## config.mk

```make
export PLATFORM = sky130hd
export DESIGN_NAME = pkt256_rr_arbiter
export DESIGN_NICKNAME = d
export VERILOG_FILES = /design/src/rtl/pkt256_rr_arbiter.sv
export SDC_FILE = /design/constraint.sdc
export NUM_CORES = 2
export LEC_CHECK = 0
export ABC_AREA = 1
export CAP_MARGIN = 5
export CORE_AREA = 2 2 551 553
export DETAILED_ROUTE_END_ITERATION = 10
export DIE_AREA = 0 0 553 555
export PLACE_DENSITY = 0.5
export SYNTH_ARGS = -nofsm -noshare
export SYNTH_HDL_FRONTEND = slang
export SYNTH_SLANG_ARGS = --single-unit
```

## constraint.sdc

```tcl
create_clock -name clk -period 9.2 [get_ports clk]
set_input_delay 0.92 -clock clk [delete_from_list [all_inputs] [get_ports clk]]
set_output_delay 0.92 -clock clk [all_outputs]
set_load 0.005 [all_outputs]
```

## src/rtl/pkt256_rr_arbiter.sv

```systemverilog
// Round-robin merge of NPORT unstallable 256-bit word sources into one ready/valid stream.
// Each port has a single holding slot; a strobe into a full slot that is not moving is dropped and counted.
module pkt256_rr_arbiter #(
  parameter int NPORT = 4,
  parameter int PW    = (NPORT > 1) ? $clog2(NPORT) : 1
) (
  input  logic                  clk,
  input  logic                  rst_n,
  input  logic [NPORT-1:0]      in_en,
  input  logic [NPORT*256-1:0]  in_data,
  input  logic [NPORT*4-1:0]    in_id,
  input  logic [NPORT*16-1:0]   in_segnum,
  output logic                  out_valid,
  input  logic                  out_ready,
  output logic [255:0]          out_data,
  output logic [3:0]            out_id,
  output logic [15:0]           out_segnum,
  output logic [PW-1:0]         out_port,
  output logic [NPORT-1:0]      ovf,
  output logic [15:0]           drop_cnt,
  input  logic                  ovf_clr
);

  logic [255:0]     slot_data_r [NPORT];
  logic [3:0]       slot_id_r   [NPORT];
  logic [15:0]      slot_seg_r  [NPORT];
  logic [NPORT-1:0] full_r;
  logic [PW-1:0]    last_grant_r;

  logic             found_s;
  logic             load_s;
  logic [PW-1:0]    grant_s;
  logic [PW-1:0]    idx_s;
  logic [NPORT-1:0] move_s;
  logic [NPORT-1:0] capture_s;
  logic [NPORT-1:0] drop_s;
  logic [3:0]       drop_num_s;
  logic [15:0]      drop_base_s;
  logic [16:0]      drop_sum_s;

  // Round-robin search for the first full slot after the last grant.
  always_comb begin
    found_s = 1'b0;
    grant_s = '0;
    idx_s   = '0;
    for (int i = 1; i <= NPORT; i++) begin
      idx_s = PW'((int'(last_grant_r) + i) % NPORT);
      if (!found_s && full_r[idx_s]) begin
        found_s = 1'b1;
        grant_s = idx_s;
      end else begin
        grant_s = grant_s;
      end
    end
  end

  assign load_s = found_s && (!out_valid || out_ready);

  // Per-port capture/move/drop decisions and the combined drop count.
  always_comb begin
    move_s     = '0;
    capture_s  = '0;
    drop_s     = '0;
    drop_num_s = 4'd0;
    for (int p = 0; p < NPORT; p++) begin
      move_s[p]    = load_s && (grant_s == PW'(p));
      capture_s[p] = in_en[p] && (!full_r[p] || move_s[p]);
      drop_s[p]    = in_en[p] && full_r[p] && !move_s[p];
      drop_num_s   = drop_num_s + {3'b000, drop_s[p]};
    end
    drop_base_s = ovf_clr ? 16'h0000 : drop_cnt;
    drop_sum_s  = {1'b0, drop_base_s} + {13'h0000, drop_num_s};
  end

  // Holding slots: a slot leaving for the output can take a new word in the same edge.
  always_ff @(posedge clk or negedge rst_n) begin
    if (!rst_n) begin
      full_r <= '0;
      for (int p = 0; p < NPORT; p++) begin
        slot_data_r[p] <= 256'd0;
        slot_id_r[p]   <= 4'd0;
        slot_seg_r[p]  <= 16'd0;
      end
    end else begin
      for (int p = 0; p < NPORT; p++) begin
        if (capture_s[p]) begin
          full_r[p]      <= 1'b1;
          slot_data_r[p] <= in_data[p*256 +: 256];
          slot_id_r[p]   <= in_id[p*4 +: 4];
          slot_seg_r[p]  <= in_segnum[p*16 +: 16];
        end else if (move_s[p]) begin
          full_r[p] <= 1'b0;
        end
      end
    end
  end

  // Output stage: holds its word until accepted, reloads back-to-back when a slot is full.
  always_ff @(posedge clk or negedge rst_n) begin
    if (!rst_n) begin
      out_valid    <= 1'b0;
      out_data     <= 256'd0;
      out_id       <= 4'd0;
      out_segnum   <= 16'd0;
      out_port     <= '0;
      last_grant_r <= PW'(NPORT - 1);
    end else if (load_s) begin
      out_valid    <= 1'b1;
      out_data     <= slot_data_r[grant_s];
      out_id       <= slot_id_r[grant_s];
      out_segnum   <= slot_seg_r[grant_s];
      out_port     <= grant_s;
      last_grant_r <= grant_s;
    end else if (out_valid && out_ready) begin
      out_valid <= 1'b0;
    end
  end

  // Overflow flags and saturating drop counter; drops in a clearing cycle survive the clear.
  always_ff @(posedge clk or negedge rst_n) begin
    if (!rst_n) begin
      ovf      <= '0;
      drop_cnt <= 16'd0;
    end else begin
      ovf      <= (ovf_clr ? {NPORT{1'b0}} : ovf) | drop_s;
      drop_cnt <= drop_sum_s[16] ? 16'hFFFF : drop_sum_s[15:0];
    end
  end

endmodule
```

# ---- Word level (Yosys, flattened, before mapping)
# Index checks and enable logic that the tools add are counted.
dict set report totals {
  latchBits 0
  mem_bits_ro 0
  ff_bits 1409
  ramBits 0
  memories 0
}
dict set report op_classes {
  n_bitwise 2
  n_reduce_logical 44
  n_mux 38
  eq_ne 3
  n_addsub 8
  n_lt_le_gt_ge 5
  n_shift 0
  multipliers 0
  div 0
}
# operator n
set ops {}
lappend ops {{$bmux 256 s2} 1}
lappend ops {{$mux 256} 2}
lappend ops {{$mux 16} 4}
lappend ops {{$bmux 16 s2} 1}
lappend ops {{$logic_and 1x1->1} 21}
lappend ops {{$mux 1} 18}
lappend ops {{$add 16x4->17} 1}
lappend ops {{$logic_not 1->1} 12}
lappend ops {{$lt 2x3->1 const B} 4}
lappend ops {{$mux 4} 3}
lappend ops {{$reduce_bool 2->1} 5}
lappend ops {{$bmux 1 s2} 4}
lappend ops {{$bmux 4 s2} 1}
lappend ops {{$mux 2} 4}
lappend ops {{$logic_or 1x1->1} 5}
lappend ops {{$add 2x1->2 const B} 2}
lappend ops {{$add 2x2->2 const B} 2}
lappend ops {{$add 3x1->4} 1}
lappend ops {{$eq 2x2->1 const B} 2}
lappend ops {{$or 4x4->4} 1}
lappend ops {{$add 2x1->3} 1}
lappend ops {{$ge 3x3->1 const B} 1}
lappend ops {{$not 2->3} 1}
lappend ops {{$add 1x1->2} 1}
lappend ops {{2 further kinds} 2}

# ---- Logic depth before layout (Yosys ltp)
dict set report depth {
  word_depth 22
  mapped_depth 29
  depth_no_buf 26
}

# ---- Worst setup path before layout
# Ideal clock, no wire load.
dict set report synth_timing {
  path_kind {register to register}
  from {register last_grant_r[0]}
  to {register drop_cnt[11]}
  n_path_buf 4
  t_required_ns 9.131
  path_slack_ns 4.604
  synth_period_minus_slack_ns 4.596
  setup_time_ns 0.069
  arrival_time_ns 4.527
  path_stages_with_launch 29
  path_cell_list {dfstp_2 -> buf_4 -> inv_2 -> nand2_1 -> nand2_1 -> nand2_1 -> nand2_1 -> inv_2 -> nand2_1 -> nand2_2 -> nand4_1 -> o21bai_1 -> buf_2 -> clkbuf_1 -> nor2_1 -> fa_1 -> inv_1 -> fa_1 -> inv_1 -> fa_1 -> nand2_1 -> nor2_1 -> nand3_1 -> nor2_1 -> nand4_1 -> nor3_1 -> nand4_1 -> clkbuf_1 -> nand3_1}
}
dict set report synth_via {
  elab_chain_cells 22
  elab_cells_between_ends 48
}
# item line
set synth_rtl {}
lappend synth_rtl {{start: declaration} 28} ;# logic [PW-1:0] last_grant_r;
lappend synth_rtl {{start signal: assignment} 106} ;# last_grant_r <= PW'(NPORT - 1);
lappend synth_rtl {{start signal: assignment} 113} ;# last_grant_r <= grant_s;
lappend synth_rtl {{$add 2x1->2} 47} ;# idx_s = PW'((int'(last_grant_r) + i) % NPORT);
lappend synth_rtl {{$bmux 1 s2} 48} ;# if (!found_s && full_r[idx_s]) begin
lappend synth_rtl {{$mux 1 (implied by the code)} 48}
lappend synth_rtl {{$mux 1} 48}
lappend synth_rtl {{$logic_not 1->1} 48}
lappend synth_rtl {{$logic_and 1x1->1} 48}
lappend synth_rtl {{$mux 1} 48}
lappend synth_rtl {{$logic_not 1->1} 48}
lappend synth_rtl {{[... 6 more ...]} n/a}
lappend synth_rtl {{$logic_and 1x1->1} 66} ;# move_s[p] = load_s && (grant_s == PW'(p));
lappend synth_rtl {{$logic_not 1->1} 68} ;# drop_s[p] = in_en[p] && full_r[p] && !move_s[p];
lappend synth_rtl {{$logic_and 1x1->1} 68}
lappend synth_rtl {{$add 1x1->2} 69} ;# drop_num_s = drop_num_s + {3'b000, drop_s[p]};
lappend synth_rtl {{$add 2x1->3} 69}
lappend synth_rtl {{$add 3x1->4 (*)} 69}
lappend synth_rtl {{$add 16x4->17 (*)} 72} ;# drop_sum_s = {1'b0, drop_base_s} + {13'h0000, drop_num_s};
lappend synth_rtl {{$mux 16 (*)} 126} ;# drop_cnt <= drop_sum_s[16] ? 16'hFFFF : drop_sum_s[15:0];
lappend synth_rtl {{end signal: assignment} 126}
lappend synth_rtl {{end: declaration} 20} ;# output logic [15:0] drop_cnt,
# Mark *: on every way between the ends. The rest lies on a longest branch, timed or not. The select of a mux whose other input is x is not followed.
# A chain may end at the register's enable or synchronous reset.

# ---- Worst setup path in the final report
dict set report layout_timing {
  from {register last_grant_r[0]}
  to {register drop_cnt[5]}
}
# Same word-level chain as after synthesis.

==> reports/metrics.yaml <==
status:
  status: "finished, final reports clean"
cts:
  cts.clk_slew.worst_paths_ns: 0.06
  cts_buffers: 176
  cts.sinks: 1409
  tritoncts: "yes"
  cts_root_buf: "clkbuf_16"
  ctsHoldBuffers: 0
  htreeDepth: 4
  post_cts_buffers: 0
  clk_latency_ns: 0.87
  cts.path.max_buffers: 4
  cts_resized: 0
synthesis:
  syn_nets: 9736
  synth_edf_count: 0
  synth.avg_cell_area_um2: 7.742
  yosys_warnings: 0
  netlist_area_mm2: 0.06673
  ys_ff_latch: 1409
  yosysTopAreaCellShare_pct: 52.76
  yosysTopAreaCell: "dfrtp_1"
  synthFlopType: "dfrtp_1"
  ys_top_cells_by_area: "dfrtp_1 53%, nand2_1 20%, nand3_1 13%"
  synthCells: 8620
  ys_types: 31
  ys_seq_area_share_pct: 52.84
  synthArstFlopShare_pct: 100.0
cells_and_area:
  post-route-util_pct: 29.89
  area_growth_pct: 34.95
  multiInputGateArea_mm2: 0.02584
  fin_nets: 10786
  final_cells: 13866
  fill_cells: 32778
  register_area_mm2: 0.03526
  final_layout_size_suffix_gt1_share_pct: 4.162
flow_run:
  max-cap-violations: 0
power:
  ir_drop_uv: 517.9
  power.leakage_nw: 44.97
  power.density_mw_per_mm2: 470.2
setup_path:
  worst_r2r_endpoint: "drop_cnt[5]"
  crit_chain: "inv_2, nand2_1, nand3_1, and2_1, nand3_2, nand2_8, nand2_8, nand3_2, nand3_1, inv_1, fa_1, inv_1, fa_1, inv_1, fa_1, nand2_1, nor2_1, nand3_1, nor2_1, nand4_1, nor3_1, nand4_1, o211ai_1"
  crit_type: "reg2reg"
  slowest_stage: "nand2_8"
  cp_max_fo: 97
  start_kind: "flip-flop"
  critPathCaptureType: "flip-flop"
  crit_arrival_ns: 7.21
  worstRegToRegCells: 23
  reg2reg_slack_ns: 2.73
  reg2reg_from: "last_grant_r[0]"
  max_stage_delay_ns: 0.65
  worstPathRequired_ns: 9.94
  cp-startpoint: "last_grant_r[0]"
routing:
  wl_um: 353700
  drc: 0
  num_vias: 64025
  drt_pre_antenna_iters: 8
  wire_per_inst_um: 25.51
  antenna_left: 0
  drt_iter0_markers: 6317
  vias_per_cell: 4.617
global_routing:
  grt_first_pass_wirelength_um: 493300
  grt_pass1_vias: 61792
  grt_antenna_before_repair: 176
  grtUsageTotal_pct: 22.34
  grt_max_degree: 155
  grt.overflow.total: 0
die:
  dieArea_mm2: 0.3069
  fp-row-count: 202
  die_w_um: 553
  die_y_um: 555
  io_pins: 1411
  core_mm2: 0.3013
  initial_core_util_pct: 22.15
placement:
  dp_cells: 13470
  place.gp.congestion: 0.8528
  dp_hpwl_um: 243600
  portBuffers: 1410
sta:
  slew_violations: 0
  period_minus_slack_ns: 6.473
  fin_crit_sh_pct: 70.36
  finalSetupViolations: 0
  fin_tns_setup_ns: 0
  timing.fmax_ghz: 0.1545
  slew_headroom_pct: 17.21
  finClkSkew_ns: 0.08720
  hold_viol: 0
  rsz0062_at_grt: "no"
  tightest_slew_ns: 1.242
worst_hold_path:
  hold_path_class: "in2async"
[power breakdown]
part           total [mW]  switching (mW)  internal [mW]
registers            11.1            1.74           9.35
logic                24.1            17.1           7.06
clock network        7.11            2.96           4.15
[metal layers]
metal	global-route usage (%)	share of wire [%]
met1	31.09	45
met3	5.995	8.1
met4	8.335	3.3
met5	0	0.15
met2	32.84	43
[critical path, delay by kind of cell, from the launching register on]
kind / cells / cell delay (ns)
simple gates: 15 / 3.88
buf+inv: 4 / 0.38
flops: 1 / 0.63
fa+ha+maj: 3 / 1.14
compound gates: 1 / 0.29
[placed cells by master (no fill, tap or decap), types with 2 or more instances in the layout]
master and n:
dfstp_2 2, clkbuf_8 45, clkdlybuf4s50_1 1405, or2_2 5, nor2_2 2, xor2_1 4, nand2_8 10, buf_8 4
nor3_1 2, nand4_1 5, nor2_1 17, dfrtp_1 1407, clkinvlp_4 4, inv_16 2, clkinv_2 21, nand2_1 3627
clkbuf_16 180, clkbuf_1 43, inv_6 6, bufinv_16 7, nor2_4 3, o21ai_0 3, o211ai_1 213, inv_1 746
nand3b_1 172, diode_2 86, a21oi_1 4, nand3_1 1740, buf_4 76, nand3_2 3, fa_1 3, buf_12 23
inv_2 7
[how the worst max path moves through the flow]
stage	endpoint	slack, ns	cells after the start
5_1_grt	drop_cnt[5]	2.05	26
4_1_cts	drop_cnt[5]	2.56	23
2_1_floorplan	drop_cnt[11]	4.60	28
6_report	drop_cnt[5]	2.73	23
3_3_place_gp	drop_cnt[15]	1.95	21
3_5_place_dp	drop_cnt[15]	1.87	21
[cell usage after synthesis (3+ instances only)]
library cell / count
nand2_1: 3628
nand3_1: 1740
dfrtp_1: 1407
inv_1: 746
clkbuf_1: 295
buf_2: 259
o211ai_1: 213
nand3b_1: 172
buf_4: 46
buf_1: 29
nor2_1: 17
buf_6: 8
inv_2: 8
nand2_4: 6
nand2_2: 5
nand4_1: 5
or2_2: 5
a21oi_1: 4
xor2_1: 4
fa_1: 3
nand3_2: 3
nor2_2: 3
o21ai_0: 3
[state kept, by name, indices dropped and copies added (netlist names)]
register / flops
slot_id_r: 16
out_valid: 1
out_port: 2
out_segnum: 16
slot_seg_r: 64
last_grant_r: 2
full_r: 4
ovf: 4
out_id: 4
drop_cnt: 16
slot_data_r: 1024
out_data: 256
[stage by stage]
stage / hold WS [ns] / area (um^2) / setup WS, ns / power (mW)
floorplan: 0.4332 / 66730 / 4.604 / 25.04
global placement: 0.4443 / 84090 / 1.950 / 35.29
detailed placement: 0.4492 / 84090 / 1.870 / 35.49
CTS: 0.04572 / 89840 / 2.561 / 42.77
global route: 0.04666 / 89990 / 2.053 / 45.59
finish: 0.01005 / 90060 / 2.727 / 42.34
[cell families (layout without fill, tap and decap cells)]
group | Yosys count | in the layout | share of synthesized area (%)
simple gates | 5589 | 5589 | 35.86
flops | 1409 | 1409 | 52.84
buf+inv | 1391 | 2573 | 8.658
compound gates | 222 | 222 | 2.467
xor+xnor | 5 | 5 | 0.06562
fa+ha+maj | 4 | 4 | 0.1087
other cells | 0 | 86 | 0
[area by class of cell]
class                           instances  share of cell area [%]
Multi-Input combinational cell       5820                   28.69
Inverter                              754                   3.151
Clock buffer                          268                   5.869
Tap cell                             3978                   5.527
Timing Repair Buffer                 1509                   16.86
Sequential cell                      1409                   39.15
Antenna cell                           86                  0.2390
Clock inverter                         42                  0.5141
No activity file was read; power rests on OpenSTA's default activity.
